## src/rtl/imem_loader_if.sv

```systemverilog
// ---------------------------------------------------------------------------
// imem_loader_if
//
// Purpose:
//   Bundles the two buses of the boot-time program loader:
//     - the byte stream from the boot source (valid/ready handshake), and
//     - the write port into the instruction memory.
//
// Signals:
//   rx_valid  source presents a byte on rx_data
//   rx_data   byte value (8 bits)
//   rx_ready  loader accepts the presented byte this cycle
//   im_we     instruction-memory write strobe
//   im_addr   word-aligned byte address of the write (32 bits)
//   im_wdata  instruction word to write (32 bits)
//
// Modports:
//   master  the loader: consumes the byte stream, drives the memory port
//   slave   the environment: boot source plus instruction memory
// ---------------------------------------------------------------------------
interface imem_loader_if;

  logic        rx_valid;
  logic [7:0]  rx_data;
  logic        rx_ready;
  logic        im_we;
  logic [31:0] im_addr;
  logic [31:0] im_wdata;

  modport master (
    input  rx_valid,
    input  rx_data,
    output rx_ready,
    output im_we,
    output im_addr,
    output im_wdata
  );

  modport slave (
    output rx_valid,
    output rx_data,
    input  rx_ready,
    input  im_we,
    input  im_addr,
    input  im_wdata
  );

endinterface : imem_loader_if

```

## src/rtl/imem_loader.sv

```systemverilog
// ---------------------------------------------------------------------------
// imem_loader
//
// Purpose:
//   Boot-time program loader for the pipelined datapath. A load is started
//   with a single-cycle load_start pulse. The loader then receives a byte
//   frame over a valid/ready stream:
//     - 2 header bytes: word count N, MSB first
//     - N words of 4 bytes each, MSB first (big-endian)
//     - optionally one checksum byte (see below)
//   Each assembled word is written to the instruction memory at consecutive
//   word-aligned addresses starting at 0. The datapath is held in reset
//   (core_reset = 1) until a complete, valid image has been written; it is
//   then released so fetch starts at PC = 0.
//
// Parameters:
//   ADDR_W  instruction-memory word-address width, capacity 2^ADDR_W words.
//           Must be in the range 1..14 so the address and count arithmetic
//           below fits the 32-bit address and the 16-bit header count.
//
// Ports:
//   clk         rising-edge clock
//   reset       asynchronous reset, active low (0 = in reset)
//   load_start  single-cycle pulse, starts a load from IDLE/DONE/ERR
//   bus         imem_loader_if.master: byte stream in, memory write port out
//   core_reset  active-high reset to the datapath (low only in DONE)
//   busy        load in progress
//   done        last load completed successfully
//   err         last load aborted (oversized header or bad checksum)
//
// Optional feature (macro IMEM_LOADER_CHECKSUM_EN):
//   When defined, a CSUM state follows the last word (or an empty image).
//   It consumes one byte that must equal the XOR of all payload bytes
//   (header excluded, 0x00 for N = 0); a match completes the load, a
//   mismatch aborts it. When undefined there is no CSUM state, no checksum
//   byte is consumed and no XOR logic exists.
// ---------------------------------------------------------------------------
module imem_loader #(
  parameter int ADDR_W = 8
) (
  input  logic          clk,
  input  logic          reset,
  input  logic          load_start,
  imem_loader_if.master bus,
  output logic          core_reset,
  output logic          busy,
  output logic          done,
  output logic          err
);

  // Largest legal word count: exactly fills the memory.
  localparam logic [16:0]     N_MAX   = 17'(2 ** ADDR_W);
  localparam logic [ADDR_W:0] IDX_ONE = (ADDR_W + 1)'(1);

  typedef enum logic [2:0] {
    IDLE   = 3'd0,
    HDR_HI = 3'd1,
    HDR_LO = 3'd2,
    WORD   = 3'd3,
    WRITE  = 3'd4,
`ifdef IMEM_LOADER_CHECKSUM_EN
    CSUM   = 3'd5,
`endif
    DONE   = 3'd6,
    ERR    = 3'd7
  } state_t;

  // State entered once the whole payload has been written.
`ifdef IMEM_LOADER_CHECKSUM_EN
  localparam state_t FINAL_STATE = CSUM;
`else
  localparam state_t FINAL_STATE = DONE;
`endif

  state_t          state_q, state_d;
  logic [15:0]     n_q, n_d;
  logic [ADDR_W:0] idx_q, idx_d;
  logic [1:0]      byte_cnt_q, byte_cnt_d;
  logic [23:0]     word_q, word_d;
`ifdef IMEM_LOADER_CHECKSUM_EN
  logic [7:0]      csum_q, csum_d;
`endif

  logic            rx_ready_q, rx_ready_d;
  logic            im_we_q, im_we_d;
  logic [31:0]     im_addr_q, im_addr_d;
  logic [31:0]     im_wdata_q, im_wdata_d;
  logic            core_reset_q, core_reset_d;
  logic            busy_q, busy_d;
  logic            done_q, done_d;
  logic            err_q, err_d;

  logic            accept;
  logic [15:0]     hdr_n;
  logic [ADDR_W:0] idx_inc;
  logic            last_word;
  logic [31:0]     word_addr;

  assign accept    = bus.rx_valid & rx_ready_q;
  assign hdr_n     = {n_q[15:8], bus.rx_data};
  assign idx_inc   = idx_q + IDX_ONE;
  // The index is ADDR_W+1 bits so that N = 2^ADDR_W is reachable without wrap.
  assign last_word = ({{(15 - ADDR_W){1'b0}}, idx_inc} == n_q);
  assign word_addr = {{(29 - ADDR_W){1'b0}}, idx_q, 2'b00};

  // State and datapath registers.
  always_ff @(posedge clk or negedge reset) begin
    if (!reset) begin
      state_q    <= IDLE;
      n_q        <= '0;
      idx_q      <= '0;
      byte_cnt_q <= '0;
      word_q     <= '0;
`ifdef IMEM_LOADER_CHECKSUM_EN
      csum_q     <= '0;
`endif
    end else begin
      state_q    <= state_d;
      n_q        <= n_d;
      idx_q      <= idx_d;
      byte_cnt_q <= byte_cnt_d;
      word_q     <= word_d;
`ifdef IMEM_LOADER_CHECKSUM_EN
      csum_q     <= csum_d;
`endif
    end
  end

  // All outputs are registered so the handshake and memory port are glitch
  // free; each is decoded from the next state, so it lines up with the state.
  always_ff @(posedge clk or negedge reset) begin
    if (!reset) begin
      rx_ready_q   <= 1'b0;
      im_we_q      <= 1'b0;
      im_addr_q    <= '0;
      im_wdata_q   <= '0;
      core_reset_q <= 1'b1;
      busy_q       <= 1'b0;
      done_q       <= 1'b0;
      err_q        <= 1'b0;
    end else begin
      rx_ready_q   <= rx_ready_d;
      im_we_q      <= im_we_d;
      im_addr_q    <= im_addr_d;
      im_wdata_q   <= im_wdata_d;
      core_reset_q <= core_reset_d;
      busy_q       <= busy_d;
      done_q       <= done_d;
      err_q        <= err_d;
    end
  end

  // Next-state logic: frame parsing, word assembly and memory writes.
  always_comb begin
    state_d    = state_q;
    n_d        = n_q;
    idx_d      = idx_q;
    byte_cnt_d = byte_cnt_q;
    word_d     = word_q;
`ifdef IMEM_LOADER_CHECKSUM_EN
    csum_d     = csum_q;
`endif
    im_addr_d  = im_addr_q;
    im_wdata_d = im_wdata_q;

    case (state_q)
      IDLE, DONE, ERR: begin
        if (load_start) begin
          state_d    = HDR_HI;
          n_d        = '0;
          idx_d      = '0;
          byte_cnt_d = '0;
          word_d     = '0;
`ifdef IMEM_LOADER_CHECKSUM_EN
          csum_d     = '0;
`endif
        end
      end

      HDR_HI: begin
        if (accept) begin
          n_d     = {bus.rx_data, n_q[7:0]};
          state_d = HDR_LO;
        end
      end

      HDR_LO: begin
        if (accept) begin
          n_d = hdr_n;
          if ({1'b0, hdr_n} > N_MAX) begin
            state_d = ERR;
          end else if (hdr_n == 16'd0) begin
            state_d = FINAL_STATE;
          end else begin
            state_d = WORD;
          end
        end
      end

      // The first three bytes are kept in word_q; the fourth goes straight
      // into the write-data register so the strobe fires on the next cycle.
      WORD: begin
        if (accept) begin
`ifdef IMEM_LOADER_CHECKSUM_EN
          csum_d = csum_q ^ bus.rx_data;
`endif
          if (byte_cnt_q == 2'd3) begin
            im_wdata_d = {word_q, bus.rx_data};
            im_addr_d  = word_addr;
            byte_cnt_d = '0;
            state_d    = WRITE;
          end else begin
            word_d     = {word_q[15:0], bus.rx_data};
            byte_cnt_d = byte_cnt_q + 2'd1;
          end
        end
      end

      WRITE: begin
        idx_d = idx_inc;
        if (last_word) begin
          state_d = FINAL_STATE;
        end else begin
          state_d = WORD;
        end
      end

`ifdef IMEM_LOADER_CHECKSUM_EN
      CSUM: begin
        if (accept) begin
          if (bus.rx_data == csum_q) begin
            state_d = DONE;
          end else begin
            state_d = ERR;
          end
        end
      end
`endif

      default: begin
        state_d = IDLE;
      end
    endcase
  end

  // Output decode from the next state.
  always_comb begin
    rx_ready_d   = 1'b0;
    im_we_d      = 1'b0;
    core_reset_d = 1'b1;
    busy_d       = 1'b0;
    done_d       = 1'b0;
    err_d        = 1'b0;

    case (state_d)
      HDR_HI, HDR_LO, WORD: begin
        rx_ready_d = 1'b1;
        busy_d     = 1'b1;
      end
`ifdef IMEM_LOADER_CHECKSUM_EN
      CSUM: begin
        rx_ready_d = 1'b1;
        busy_d     = 1'b1;
      end
`endif
      WRITE: begin
        im_we_d = 1'b1;
        busy_d  = 1'b1;
      end
      DONE: begin
        core_reset_d = 1'b0;
        done_d       = 1'b1;
      end
      ERR: begin
        err_d = 1'b1;
      end
      default: begin
        rx_ready_d = 1'b0;
      end
    endcase
  end

  assign bus.rx_ready = rx_ready_q;
  assign bus.im_we    = im_we_q;
  assign bus.im_addr  = im_addr_q;
  assign bus.im_wdata = im_wdata_q;
  assign core_reset   = core_reset_q;
  assign busy         = busy_q;
  assign done         = done_q;
  assign err          = err_q;

  // A byte must never be taken while the write strobe is up.
  a_no_accept_in_write : assert property (
    @(posedge clk) disable iff (!reset) im_we_q |-> !rx_ready_q
  );

endmodule : imem_loader

```

## src/flat_wrapper.sv

```systemverilog
// flat-port wrapper written by rule: the top's interface ports become plain ports
module imem_loader_flat 
#(
  parameter int ADDR_W = 8
)
  (clk, reset, load_start, core_reset, busy, done, err, bus_rx_valid, bus_rx_data, bus_rx_ready, bus_im_we, bus_im_addr, bus_im_wdata);
  imem_loader_if bus_i ();
  input  logic clk;
  input  logic reset;
  input  logic load_start;
  output logic core_reset;
  output logic busy;
  output logic done;
  output logic err;
  input wire logic [$bits(bus_i.rx_valid)-1:0] bus_rx_valid;
  input wire logic [$bits(bus_i.rx_data)-1:0] bus_rx_data;
  output wire logic [$bits(bus_i.rx_ready)-1:0] bus_rx_ready;
  output wire logic [$bits(bus_i.im_we)-1:0] bus_im_we;
  output wire logic [$bits(bus_i.im_addr)-1:0] bus_im_addr;
  output wire logic [$bits(bus_i.im_wdata)-1:0] bus_im_wdata;
  assign bus_i.rx_valid = bus_rx_valid;
  assign bus_i.rx_data = bus_rx_data;
  assign bus_rx_ready = bus_i.rx_ready;
  assign bus_im_we = bus_i.im_we;
  assign bus_im_addr = bus_i.im_addr;
  assign bus_im_wdata = bus_i.im_wdata;
  imem_loader #(.ADDR_W(ADDR_W)) u_core (.clk(clk), .reset(reset), .load_start(load_start), .bus(bus_i), .core_reset(core_reset), .busy(busy), .done(done), .err(err));
endmodule
```

## config.mk

```make
export PLATFORM = sky130hd
export DESIGN_NAME = imem_loader_flat
export DESIGN_NICKNAME = d
export VERILOG_FILES = /design/src/rtl/imem_loader_if.sv /design/src/rtl/imem_loader.sv /design/src/flat_wrapper.sv
export SDC_FILE = /design/constraint.sdc
export NUM_CORES = 1
export LEC_CHECK = 0
export BUFFER_PORTS_ARGS = -buffer_cell sky130_fd_sc_hd__buf_2
export CAP_MARGIN = 20
export CORE_MARGIN = 1
export CORE_UTILIZATION = 45
export DETAILED_ROUTE_END_ITERATION = 7
export MAX_ROUTING_LAYER = met4
export PLACE_DENSITY = 0.64
export SETUP_SLACK_MARGIN = 0.15
export SKIP_CTS_REPAIR_TIMING = 1
export SYNTH_ARGS = -nofsm -noshare
export SYNTH_HDL_FRONTEND = slang
export SYNTH_SLANG_ARGS = --single-unit
export TNS_END_PERCENT = 30
```

## constraint.sdc

```tcl
create_clock -name clk -period 2.6 [get_ports clk]
set_clock_uncertainty 0.1 [all_clocks]
set_input_delay 0.65 -clock clk [delete_from_list [all_inputs] [get_ports clk]]
set_output_delay 0.65 -clock clk [all_outputs]
set_load 0.005 [all_outputs]
```

==> results.json <==
{
  "status": "finished, final reports clean",
  "grt_max_degree": 40,
  "drc": 0,
  "power_mw": 5.175,
  "htreeDepth": 3,
  "dr.pass1.iters": 4,
  "start_util_pct": 46.73,
  "clkTransAtPathRegs_ns": 0.10,
  "synth_cell_types": 48,
  "ys.flop_type": "dfrtp_1",
  "synth.most_common_cell": "nand2_1",
  "layout-drive-gt1-share_pct": 18.21,
  "synth_area_per_cell_sq_um": 9.383,
  "cp_top_family": "simple AND/OR/NAND/NOR gates",
  "routed_wirelength_um": 9614,
  "wl_per_cell_um": 14.10,
  "final_cells": 682,
  "dr_wl_met3_um": 328,
  "seq_area_frac_synth_pct": 55.11,
  "grt_pass1_wl_um": 15840,
  "synthCells": 489,
  "n_antenna_cell": 0,
  "cts.sinks": 101,
  "ios": 82,
  "final.period_utilization_pct": 86.90,
  "drv_slew": 0,
  "startpoint_type": "register",
  "powerDensity_nw_per_um2": 995.0,
  "wl_met1_um": 4791,
  "cts-root-buf": "clkbuf_8",
  "tightest_slew_ns": 0.5460,
  "cp_num_buf_inv": 0,
  "rows": 36,
  "ys_warn_count": 0,
  "vias_per_cell": 5.150,
  "rsz0062_at_grt": "no",
  "clk_latency_ns": 0.37,
  "ys_top_cells_by_area": "dfrtp_1 (55%), nand2_1 (14%), a22o_1 (5.2%), buf_4 (4.1%), o21ai_0 (3.5%)",
  "critical-path-max-stage-delay_ns": 0.50,
  "cp_cell_sequence": "ha_4 -> nand3_1 -> or3_1 -> a22oi_2 -> nand4_2 -> o31ai_4 -> and3_1",
  "vdd_drop_max_mv": 0.4581,
  "maxCapViolations": 0,
  "hold_viol_final": 0,
  "overflow": 0,
  "synth_seq_cells": 101,
  "max_slew_margin_pct": 63.60,
  "routed.top_layer": "met4",
  "yosysTopAreaCell": "dfrtp_1",
  "die_w_um": 103.0,
  "endpoint_kind": "register",
  "cts_tree": "done",
  "die-area_sq_um": 10600,
  "dp_cells": 666,
  "clockBufferDepth": 2,
  "place_area_sq_um": 4982,
  "regArea_sq_um": 2530,
  "cp.arrival_ns": 2.47,
  "final_nets": 558,
  "synth_area_sq_um": 4588,
  "place_hpwl_um": 6785,
  "yosysTopAreaCellShare_pct": 54.54,
  "critPathKind": "register to register",
  "leakage_nw": 2.687,
  "antenna_found_initial": 0,
  "worst_path_max_delay_cell": "dfrtp_1",
  "synth-edff-count": 0,
  "drtIter0Drc": 156,
  "finalCriticalPeriod_ns": 2.259,
  "synth_common_cells": "nand2_1 (174), dfrtp_1 (100), o21ai_0 (32), a22o_1 (27), buf_4 (25)",
  "required_ns": 2.81,
  "grt_usage_pct": 20.28,
  "fmax_mhz": 442.6,
  "fin_area_sq_um": 5201,
  "vias": 3512,
  "met2WireLength_um": 4360,
  "fp.coreArea_sq_um": 9819,
  "multi_input_area_sq_um": 1857,
  "num-fill-cells": 960,
  "final_core_util_pct": 52.97,
  "finalSetupViolations": 0,
  "gp_congestion": 0.9006,
  "area_delta_synth_final_pct": 13.36,
  "ant_nets": 0,
  "tns_ns": 0,
  "path_max_fanout": 9,
  "synthArstFlopShare_pct": 100.0,
  "numCtsBuffers": 9,
  "grt_pass1_vias": 3172,
  "hold_class": "primary input to async pin",
  "die_h_um": 103.0,
  "portBuffers": 58
}
layer usage:
metal | track usage (%) | vias up
li1 | - | 1715
met1 | 28.36 | 1705
met2 | 30.05 | 78
met3 | 3.458 | 14
met4 | 6.501 | 0
met5 | - | -
sequential cells by signal, indices dropped and copies added, names as in the netlist:
name,cells
u_core.done,1
u_core.bus.im_wdata,32
u_core.word_q,24
u_core.byte_cnt_q,2
u_core.bus.im_addr,9
u_core.bus.im_we,1
u_core.busy,1
u_core.state_q,3
u_core.idx_q,9
u_core.n_q,16
u_core.err,1
u_core.core_reset,1
u_core.bus.rx_ready,1
worst reg2reg max path: cells and delay by family (launching register included):
family | cells | cell delay (ns)
AOI/OAI and AO/OA | 2 | 0.51
and+or+nand+nor | 4 | 0.88
adders and majority gates | 1 | 0.23
DFF | 1 | 0.50
logic make-up (layout without fill, tap and decap cells):
logic type               after synthesis  in the layout  share of synthesized area [%]
AO/OA/AOI/OAI                         87             87                          13.53
XOR/XNOR                               9              9                          1.718
adder cells (fa/ha/maj)                2              2                         0.5453
buffers and inverters                 52             90                          6.490
flip-flops                           101            101                          55.11
multiplexers                           1              1                         0.2454
other                                  1             23                        0.08173
AND/OR/NAND/NOR                      236            236                          22.28
final timing paths:
path	from	to	slack, ns	cells past startpoint
min	reset	u_core.byte_cnt_q[1]	0.16	1
max reg2reg	u_core.idx_q[0]	u_core.done	0.34	7
max in group asynchronous	reset	u_core.core_reset	1.65	2
max	u_core.idx_q[0]	u_core.done	0.34	7
min reg2reg	u_core.bus.im_wdata[25]	u_core.bus.im_wdata[25]	0.38	2
min in group clk	u_core.bus.im_wdata[25]	u_core.bus.im_wdata[25]	0.38	2
final cells by class:
class | instances | area share [%]
clock inverters | 7 | 1.564
repair buffers | 72 | 8.371
multi-input cells | 358 | 35.70
flip-flops and latches | 101 | 48.64
well taps | 133 | 3.199
inverters | 2 | 0.1443
clock buffers | 9 | 2.382
stage by stage:
step | setup WS (ns) | hold slack [ns]
after global placement | 0.2480 | 0.3533
after global routing | 0.2007 | 0.1850
after detailed placement | 0.2026 | 0.3585
after CTS | 0.2032 | 0.1710
after floorplan | 0.4381 | 0.2544
final | 0.3406 | 0.1606
cells in the final DEF (no fill, tap or decap), drive strengths merged, types with 3 or more instances in the layout:
master | Yosys | final
inv | 2 | 5
and2 | 5 | 5
dfrtp | 100 | 100
a22o | 27 | 27
nand2b | 6 | 6
nand3 | 10 | 10
a21oi | 8 | 8
clkinvlp | 0 | 3
nand2 | 174 | 174
nor2 | 15 | 15
nor4 | 4 | 4
clkbuf | 17 | 9
xnor2 | 5 | 5
o31ai | 3 | 3
nor3 | 6 | 6
conb | 1 | 23
and3 | 4 | 4
buf | 33 | 72
o21ai | 32 | 32
xor2 | 4 | 4
where the power goes:
group | total (mW) | switching (mW) | internal (mW)
Clock | 1.04 | 0.579 | 0.458
Sequential | 2.44 | 0.379 | 2.06
Combinational | 1.70 | 0.939 | 0.762
Total | 5.18 | 1.90 | 3.28
(Power assumes the default switching activity.)
